[src/rtl/keypad_emulator_if.sv]
// Key command channel: a key code plus its closed-hold duration, valid/ready handshake.
interface keypad_emulator_if;
  logic        cmd_valid;
  logic        cmd_ready;
  logic [3:0]  cmd_key;
  logic [15:0] cmd_hold;

  modport master (output cmd_valid, output cmd_key, output cmd_hold, input cmd_ready);
  modport slave  (input cmd_valid, input cmd_key, input cmd_hold, output cmd_ready);
endinterface

[src/rtl/keypad_emulator.sv]
// Keypad matrix emulator: replays queued key presses, with contact bounce, onto a
// scanned 4x4 matrix by echoing the key's row drive onto the key's column sense.
module keypad_emulator #(
  parameter int BOUNCE_CYCLES = 8,
  parameter int FIFO_DEPTH    = 4
) (
  input  logic             CLOCK_50,
  input  logic             reset_n,
  keypad_emulator_if.slave cmd,
  input  logic [3:0]       rows,
  output logic [3:0]       cols,
  output logic             busy,
  output logic [7:0]       press_count
);
  localparam int          AW      = $clog2(FIFO_DEPTH);
  localparam logic [15:0] BC_LAST = 16'((BOUNCE_CYCLES > 0) ? BOUNCE_CYCLES - 1 : 0);

  typedef enum logic [1:0] {IDLE, BOUNCE_IN, HOLD, BOUNCE_OUT} state_t;

  state_t      state, state_nxt;
  logic [15:0] cnt, cnt_nxt;
  logic [19:0] fifo_mem [FIFO_DEPTH];
  logic [AW:0] wr_ptr, rd_ptr;
  logic [19:0] head;
  logic        full, empty, push, pop, hold_entry, closed;
  logic [3:0]  key_p0;
  logic [15:0] hold_p0;
  logic [3:0]  cols_p0;

  // Pointers carry one extra wrap bit so full and empty are distinguishable.
  assign full          = (wr_ptr[AW] != rd_ptr[AW]) && (wr_ptr[AW-1:0] == rd_ptr[AW-1:0]);
  assign empty         = (wr_ptr == rd_ptr);
  assign push          = cmd.cmd_valid && !full;
  assign cmd.cmd_ready = !full;
  assign busy          = (state != IDLE) || !empty;
  assign head          = fifo_mem[rd_ptr[AW-1:0]];

  always_ff @(posedge CLOCK_50) begin
    if (push) fifo_mem[wr_ptr[AW-1:0]] <= {cmd.cmd_key, cmd.cmd_hold};
  end

  // A zero hold is stored as one so HOLD always lasts at least a cycle.
  always_ff @(posedge CLOCK_50) begin
    if (pop) begin
      key_p0  <= head[19:16];
      hold_p0 <= (head[15:0] == 16'd0) ? 16'd1 : head[15:0];
    end
  end

  always_comb begin
    state_nxt  = state;
    cnt_nxt    = cnt + 16'd1;
    pop        = 1'b0;
    hold_entry = 1'b0;
    closed     = 1'b0;
    case (state)
      IDLE: begin
        cnt_nxt = 16'd0;
        if (!empty) begin
          pop = 1'b1;
          if (BOUNCE_CYCLES == 0) begin
            state_nxt  = HOLD;
            hold_entry = 1'b1;
          end else begin
            state_nxt = BOUNCE_IN;
          end
        end
      end
      BOUNCE_IN: begin
        closed = ~cnt[0];
        if (cnt == BC_LAST) begin
          state_nxt  = HOLD;
          cnt_nxt    = 16'd0;
          hold_entry = 1'b1;
        end
      end
      HOLD: begin
        closed = 1'b1;
        if (cnt == hold_p0 - 16'd1) begin
          cnt_nxt   = 16'd0;
          state_nxt = (BOUNCE_CYCLES == 0) ? IDLE : BOUNCE_OUT;
        end
      end
      BOUNCE_OUT: begin
        closed = ~cnt[0];
        if (cnt == BC_LAST) begin
          state_nxt = IDLE;
          cnt_nxt   = 16'd0;
        end
      end
      default: state_nxt = IDLE;
    endcase

    // Only the key's own row reaches its column; every other column stays released.
    cols_p0 = 4'hF;
    if (closed) cols_p0[key_p0[1:0]] = rows[key_p0[3:2]];
  end

  always_ff @(posedge CLOCK_50 or negedge reset_n) begin
    if (!reset_n) begin
      state       <= IDLE;
      cnt         <= 16'd0;
      wr_ptr      <= '0;
      rd_ptr      <= '0;
      press_count <= 8'd0;
      cols        <= 4'hF;
    end else begin
      state <= state_nxt;
      cnt   <= cnt_nxt;
      cols  <= cols_p0;
      if (push)       wr_ptr      <= wr_ptr + 1'b1;
      if (pop)        rd_ptr      <= rd_ptr + 1'b1;
      if (hold_entry) press_count <= press_count + 8'd1;
    end
  end
endmodule
[src/flat_wrapper.sv]
// flat-port wrapper written by rule: the top's interface ports become plain ports
module keypad_emulator_flat 
#(
  parameter int BOUNCE_CYCLES = 8,
  parameter int FIFO_DEPTH    = 4
)
  (CLOCK_50, reset_n, rows, cols, busy, press_count, cmd_cmd_valid, cmd_cmd_key, cmd_cmd_hold, cmd_cmd_ready);
  keypad_emulator_if cmd_i ();
  input  logic CLOCK_50;
  input  logic reset_n;
  input  logic [3:0] rows;
  output logic [3:0] cols;
  output logic busy;
  output logic [7:0] press_count;
  input wire logic [$bits(cmd_i.cmd_valid)-1:0] cmd_cmd_valid;
  input wire logic [$bits(cmd_i.cmd_key)-1:0] cmd_cmd_key;
  input wire logic [$bits(cmd_i.cmd_hold)-1:0] cmd_cmd_hold;
  output wire logic [$bits(cmd_i.cmd_ready)-1:0] cmd_cmd_ready;
  assign cmd_i.cmd_valid = cmd_cmd_valid;
  assign cmd_i.cmd_key = cmd_cmd_key;
  assign cmd_i.cmd_hold = cmd_cmd_hold;
  assign cmd_cmd_ready = cmd_i.cmd_ready;
  keypad_emulator #(.BOUNCE_CYCLES(BOUNCE_CYCLES), .FIFO_DEPTH(FIFO_DEPTH)) u_core (.CLOCK_50(CLOCK_50), .reset_n(reset_n), .cmd(cmd_i), .rows(rows), .cols(cols), .busy(busy), .press_count(press_count));
endmodule
[config.mk]
export PLATFORM = sky130hd
export DESIGN_NAME = keypad_emulator_flat
export DESIGN_NICKNAME = d
export VERILOG_FILES = /design/src/rtl/keypad_emulator_if.sv /design/src/rtl/keypad_emulator.sv /design/src/flat_wrapper.sv
export SDC_FILE = /design/constraint.sdc
export NUM_CORES = 1
export LEC_CHECK = 0
export ABC_CLOCK_PERIOD_IN_PS = 2900
export BUFFER_PORTS_ARGS = -buffer_cell sky130_fd_sc_hd__buf_4
export CAP_MARGIN = 10
export CORE_ASPECT_RATIO = 2
export CORE_MARGIN = 8
export CORE_UTILIZATION = 25
export DETAILED_ROUTE_END_ITERATION = 10
export GPL_TIMING_DRIVEN = 0
export PLACE_DENSITY_LB_ADDON = 0.3
export SYNTH_ARGS = -nofsm -noshare
export SYNTH_HDL_FRONTEND = slang
export SYNTH_SLANG_ARGS = --single-unit
[constraint.sdc]
create_clock -name CLOCK_50 -period 2.9 [get_ports CLOCK_50]
set_input_delay 0.29 -clock CLOCK_50 [delete_from_list [all_inputs] [get_ports CLOCK_50]]
set_output_delay 0.29 -clock CLOCK_50 [all_outputs]
set_load 0.005 [all_outputs]
==> results.sh, run 1 <==
export IMPL_synthFlopType="edfxtp_1"
export IMPL_dp_hpwl_mm=9.660
export IMPL_clock_sinks=136
export IMPL_rows=79
export IMPL_gr_max_usage_layer="met2"
export IMPL_ys_seq_elements=136
export IMPL_cts_max_level=4
export IMPL_grt_usage_pct=9.554
export IMPL_hp_class="input port to flip-flop"
export IMPL_port_buffer_count=40
export IMPL_setup_violations=0
export IMPL_syn_area_sq_mm=0.005868
export IMPL_die_x_um=124.3
export IMPL_gr_usage_met2_pct=20.27
export IMPL_synth_area_mux_share_pct=8.806
export IMPL_async_flop_share_pct=26.47
export IMPL_place_congestion=0.8284
export IMPL_syn_inst=372
export IMPL_fmax_mhz=354.6
export IMPL_clock_path_buffers=2
export IMPL_dpl_worst_slack_ps=-176.8
export IMPL_relSlewSlack_pct=53.89
export IMPL_worst_slack_ps=80.09
export IMPL_period_minus_slack_ps=2820
export IMPL_yosys_warnings=0
export IMPL_synth_distinct_cells=52
export IMPL_synthAdderAreaFrac_pct=2.772
export IMPL_hp_start="cmd_cmd_hold[4]"
export IMPL_synth_seq_area_share_pct=66.61
export IMPL_worstPathArrival_ps=3120
export IMPL_grt_pass1_wl_mm=20.64
export IMPL_grt_pass1_vias=3635
export IMPL_synth_area_leaders="edfxtp_1 (51%), dfrtp_1 (14%), mux4_2 (8.1%)"
export IMPL_grt_overflow=0
export IMPL_cts_buffers_inserted=17
export IMPL_wirelength_mm=13.14
export IMPL_ff2ff_path_depth=9
export IMPL_dieArea_sq_mm=0.02893
export IMPL_area_growth_syn_to_layout_pct=22.81
export IMPL_netlist_area_leader_share_pct=51.17
export IMPL_synth_xor_area_share_pct=7.164
export IMPL_power_leakage_uw=0.002624
export IMPL_worst_hold_slack_ps=65.96
export IMPL_status="finished, final reports clean"
export IMPL_die_h_um=232.7
export IMPL_synth_edf_count=100
export IMPL_ant_nets=0
export IMPL_clk_latency_ps=420
export IMPL_antenna_found_initial=0
export IMPL_path_class="flip-flop to flip-flop"
export IMPL_drcViolationCount=0
export IMPL_cts_tree="built"
export IMPL_min_path_cells=1
export IMPL_final_max_slew_viol_count=0
export IMPL_synth_top_family_by_area="simple AND/OR/NAND/NOR gates"
export IMPL_worst_slew_pin_slew_ps=691.7
export IMPL_postSynthAreaPerCell_sq_um=15.77
export IMPL_via_count=3252
export IMPL_clk_pin_slew_worst_paths_ps=60
export IMPL_period_share_pct=97.24
export IMPL_maxCapViolations=0
export IMPL_r2r_start="u_core.hold_p0[0]"
export IMPL_wl_per_cell_um=17.90
export IMPL_core_sq_mm=0.02313
export IMPL_hold_viol=0
export IMPL_drive_above_1_share_pct=28.82
export IMPL_cts_root_buf="clkbuf_16"
export IMPL_layout_common_cells="edfxtp_1 (100), buf_4 (47), nor2_1 (31), dfrtp_1 (31), xor2_1 (25)"
export IMPL_power_density_mw_per_mm2=680.0
export IMPL_synth_compound_area_share_pct=2.281
export IMPL_rrSetupSlack_ps=80
export IMPL_start_kind="flip-flop"
export IMPL_layout_nets=478
export IMPL_firstDrtPassIters=6
export IMPL_dr_first_iter_drc_count=138
export IMPL_synth_simple_area_share_pct=11.24
export IMPL_critPathRequiredTime_ps=3210
export IMPL_met3_usage_pct=2.142
export IMPL_yosysTopAreaCell="edfxtp_1"
export IMPL_clock_skew_ps=5.911
export IMPL_vias_per_cell=4.431
export IMPL_top_level_ports=41
export IMPL_end_kind="flip-flop"
export IMPL_r2r_end="u_core.state[1]"
export IMPL_start_util_pct=25.37
export IMPL_grt_max_degree=37
export IMPL_whs_endpoint="u_core.fifo_mem[0][4]"
export IMPL_ir_drop_mv=0.5349
export IMPL_layout_commonest_cell="edfxtp_1"
export IMPL_met1_usage_pct=7.423
export IMPL_syn_nets=412
export IMPL_n_antenna_cell=0
export IMPL_worstPathMaxFanout=5
==> repair_timing <==
item	CTS	global route
pin swaps	1	5
setup buffers	3	3
endpoints found under the hold margin	32	0
hold buffers	1	0
gates resized for setup	9	7
endpoints found under the setup margin	94	13
==> Yosys cell counts, drive strengths merged (2+ instances only) <==
cell type	instances
nand2b	2
and3b	2
edfxtp	100
or4	2
buf	4
a31oi	2
nor4b	2
inv	6
xnor2	23
nand3b	3
or2	2
nand4	7
dfrtp	32
nor4	8
mux4	21
nor3	6
mux2	3
ha	13
or3	2
nand2	17
and2	3
nor2	31
o21ai	4
a211oi	2
and3	8
nor2b	7
a21oi	2
xor2	25
clkbuf	6
dfstp	4
nand3	10
==> stage by stage <==
step	TNS, ps	total power [uW]	cell area, sq um	utilization [%]	std cells
2_1_floorplan	0	2715	5868	-	372
3_3_place_gp	-13600	2897	6523	28.20	695
3_5_place_dp	-5990	2933	6553	28.33	696
4_1_cts	0	4969	7166	30.98	732
5_1_grt	-1.077	5091	7207	31.16	734
6_report	0	4901	7207	31.16	734
==> power breakdown <==
group / switching, uW / leakage, uW / internal, uW
combinational: 290 / 0.000987 / 163
sequential: 62.6 / 0.00137 / 2370
clock: 837 / 0.000269 / 1170
==> critical path, cell delays in order (launching register included) <==
cell and delay [ps]:
edfxtp_1 440, inv_1 90, ha_2 220, nor3b_4 240
nand3b_1 190, or3_1 440, a221oi_2 340, nand4_2 210
a21boi_2 200, mux2_1 330
==> flip-flops by register name, summed over array words and instances, names as in the netlist <==
signal and cells:
u_core.press_count 8, u_core.cnt 16, u_core.hold_p0 16, u_core.state 2
u_core.fifo_mem 80, u_core.rd_ptr 3, u_core.wr_ptr 3, u_core.key_p0 4
u_core.cols 4
==> cells by family (layout without fill, tap and decap cells) <==
family | count (synthesis) | count (layout)
muxes | 25 | 25
and+or+nand+nor | 116 | 116
buffers and inverters | 16 | 95
xor gates and xnor gates | 48 | 48
AOI/OAI and AO/OA | 18 | 18
adders and majority gates | 13 | 13
DFF | 136 | 136
==> how the worst max path moves through the flow <==
stage	endpoint	slack, ps	from	depth (start not counted)
2_1_floorplan	u_core.rd_ptr[1]	150	u_core.rd_ptr[0]	6
6_report	u_core.state[1]	80	u_core.hold_p0[0]	9
3_3_place_gp	u_core.rd_ptr[2]	-700	u_core.rd_ptr[0]	7
5_1_grt	u_core.state[1]	-1	u_core.hold_p0[8]	7
3_5_place_dp	u_core.state[1]	-180	u_core.cnt[0]	8
4_1_cts	u_core.state[1]	0.9	u_core.hold_p0[1]	9
==> area by class of cell <==
cell class              instances  area (sq um)
repair buffers                 48         382.9
multi-input cells             220          1941
clock buffers                  17         425.4
inverters                       6         22.52
plain buffers                   9         46.29
fillers                      2356         15920
flip-flops and latches        136          3910
well taps                     283         354.1
clock inverters                15         125.1
==> per-layer routing <==
layer  vias to the layer above  routed length [um]  share of wire [%]
met3                        23                 264                2.0
met1                      1656                4214                 32
li1                       1529                   -                  -
met5                         -                   0                  0
met4                         0                 400                3.0
met2                        44                8257                 63
Power figures use the tool's default switching activity.
==> run 2: changes to the inputs <==
--- a/config.mk
+++ b/config.mk
@@ -10,7 +10,7 @@
 export CAP_MARGIN = 10
 export CORE_ASPECT_RATIO = 2
 export CORE_MARGIN = 8
-export CORE_UTILIZATION = 25
+export CORE_UTILIZATION = 45
 export DETAILED_ROUTE_END_ITERATION = 10
 export GPL_TIMING_DRIVEN = 0
 export PLACE_DENSITY_LB_ADDON = 0.3
==> run 2 against run 1 <==
Net effect:
- global-route usage rose by 3.6 points
- non-clock buffer count fell by 4
- sequential share of layout area rose by 1.5 points
- clock skew rose by 4.8 ps
- setup slack improved by 81 ps
- cell area fell by 2.7%
- cell count fell by 18%
- total power rose by 0.55%
- critical path type unchanged
- highest routed layer unchanged
==> results.sh, run 2 (synthesis results as in run 1) <==
export IMPL_status="finished, final reports clean"
export IMPL_cts_tree="built"
export IMPL_layout_common_cells="edfxtp_1 (100), buf_4 (42), dfrtp_1 (32), nor2_1 (31), xor2_1 (25)"
export IMPL_clock_path_buffers=2
export IMPL_relSlewSlack_pct=59.04
export IMPL_dp_hpwl_mm=7.492
export IMPL_rsz0062_at_grt="false"
export IMPL_gr_usage_met2_pct=23.34
export IMPL_clock_sinks=136
export IMPL_grt_usage_pct=13.11
export IMPL_top_level_ports=41
export IMPL_n_antenna_cell=0
export IMPL_cts_max_level=4
export IMPL_setup_violations=0
export IMPL_power_leakage_uw=0.002607
export IMPL_fmax_mhz=365.1
export IMPL_start_util_pct=45.68
export IMPL_layout_commonest_cell="edfxtp_1"
export IMPL_worst_hold_slack_ps=69.34
export IMPL_area_growth_syn_to_layout_pct=19.53
export IMPL_final_cell_area_sq_mm=0.007014
export IMPL_critPathRequiredTime_ps=3200
export IMPL_grt_max_degree=37
export IMPL_power_uw=4927
export IMPL_vias_per_cell=5.299
export IMPL_power_density_mw_per_mm2=702.5
export IMPL_grt_overflow=0
export IMPL_cts_root_buf="clkbuf_16"
export IMPL_via_count=3174
export IMPL_clk_latency_ps=420
export IMPL_hp_class="input port to flip-flop"
export IMPL_drive_above_1_share_pct=27.52
export IMPL_placed_area_sq_mm=0.006389
export IMPL_die_h_um=177.5
export IMPL_wl_per_cell_um=18.01
export IMPL_hold_viol=0
export IMPL_layout_nets=474
export IMPL_met3_usage_pct=3.392
export IMPL_end_kind="flip-flop"
export IMPL_largest_reg_flops=80
export IMPL_dr_first_iter_drc_count=136
export IMPL_worstPathArrival_ps=3040
export IMPL_gr_max_usage_layer="met2"
export IMPL_ir_drop_mv=0.4515
export IMPL_drcViolationCount=0
export IMPL_clk_pin_slew_worst_paths_ps=70
export IMPL_grt_pass1_vias=3355
export IMPL_antenna_found_initial=0
export IMPL_path_class="flip-flop to flip-flop"
export IMPL_maxCapViolations=0
export IMPL_period_minus_slack_ps=2739
export IMPL_rrSetupSlack_ps=160
export IMPL_firstDrtPassIters=4
export IMPL_core_sq_mm=0.01284
export IMPL_dieArea_sq_mm=0.01717
export IMPL_wirelength_mm=10.79
export IMPL_worst_slew_pin_slew_ps=609.7
export IMPL_place_congestion=0.8374
export IMPL_start_kind="flip-flop"
export IMPL_grt_pass1_wl_mm=17.47
export IMPL_nFillCells=1021
export IMPL_ant_nets=0
export IMPL_period_share_pct=94.44
export IMPL_rows=59
export IMPL_port_buffer_count=40
export IMPL_cts_buffers_inserted=17
export IMPL_finalSetupTns_ps=0
export IMPL_worstPathMaxFanout=5
export IMPL_fin_util_pct=54.61
export IMPL_met1_usage_pct=14.17
export IMPL_die_x_um=96.75
export IMPL_final_max_slew_viol_count=0
export IMPL_clock_skew_ps=10.70
## run 2: cell count changes in the layout (fill, tap and decap cells not counted), moves of 2 or more
cell | before | now
clkinv_2 | 4 | 0
inv_8 | 0 | 5
clkinv_1 | 2 | 0
clkbuf_4 | 2 | 0
buf_2 | 0 | 2
clkinv_8 | 0 | 2
buf_4 | 47 | 42
## run 2: path summary, 6_finish.rpt
path / startpoint / endpoint / depth (start not counted)
worst min-delay path: cmd_cmd_hold[11] / u_core.fifo_mem[1][11] / 1
min in group asynchronous: reset_n / u_core.wr_ptr[0] / 2
worst max register to register: u_core.hold_p0[0] / u_core.state[1] / 9
worst max-delay path: u_core.hold_p0[0] / u_core.state[1] / 9
worst min register to register: u_core.key_p0[0] / u_core.cols[3] / 1
max in group asynchronous: reset_n / u_core.cols[2] / 2
## run 2: worst max-delay path, cell delays in order, from the launching register on
cell and delay [ps]:
edfxtp_1 470, inv_1 100, ha_2 210, nor3b_4 240, nand3b_1 160, or3_1 410, a221oi_2 310, nand4_2 210
a21boi_2 200, mux2_1 320
## run 2: metrics by stage
step                      worst slack (ps)  instances
after detailed placement            -40.57        565
after CTS                            66.21        598
after global routing                0.4494        599
after global placement              -571.8        564
final                                161.2        599
after floorplan                      151.7        372
## run 2: cell type report
type | instances | area [sq um] | share of cell area [%]
sequential | 136 | 3909 | 55.73
multi-input combinational | 220 | 1921 | 27.38
clock buffer | 17 | 425.4 | 6.065
timing repair buffer | 43 | 345.3 | 4.923
tap | 152 | 190.2 | 2.711
clock inverter | 15 | 156.4 | 2.230
buffer | 10 | 45.04 | 0.6422
inverter | 6 | 22.52 | 0.3211
## run 2: power by group
group	leakage, uW	switching [uW]	internal [uW]
logic	0.000957	257	156
clock network	0.000280	931	1150
registers	0.00137	64.8	2370
## run 2: layer usage
| layer | part of all wire, % | wire (um) |
|---|---|---|
| met5 | 0 | 0 |
| met4 | 1.9 | 205 |
| met3 | 2.4 | 263 |
| met2 | 54 | 5801 |
| met1 | 42 | 4515 |
## run 2: what timing repair did
| item | CTS | global route |
|---|---|---|
| pin swaps | 0 | 3 |
| buffers inserted | 0 | 1 |
| hold buffers | 1 | 0 |
| endpoints found under the setup margin | 1 | 93 |
| hold endpoints to repair | 32 | 0 |
| resized for setup | 1 | 8 |
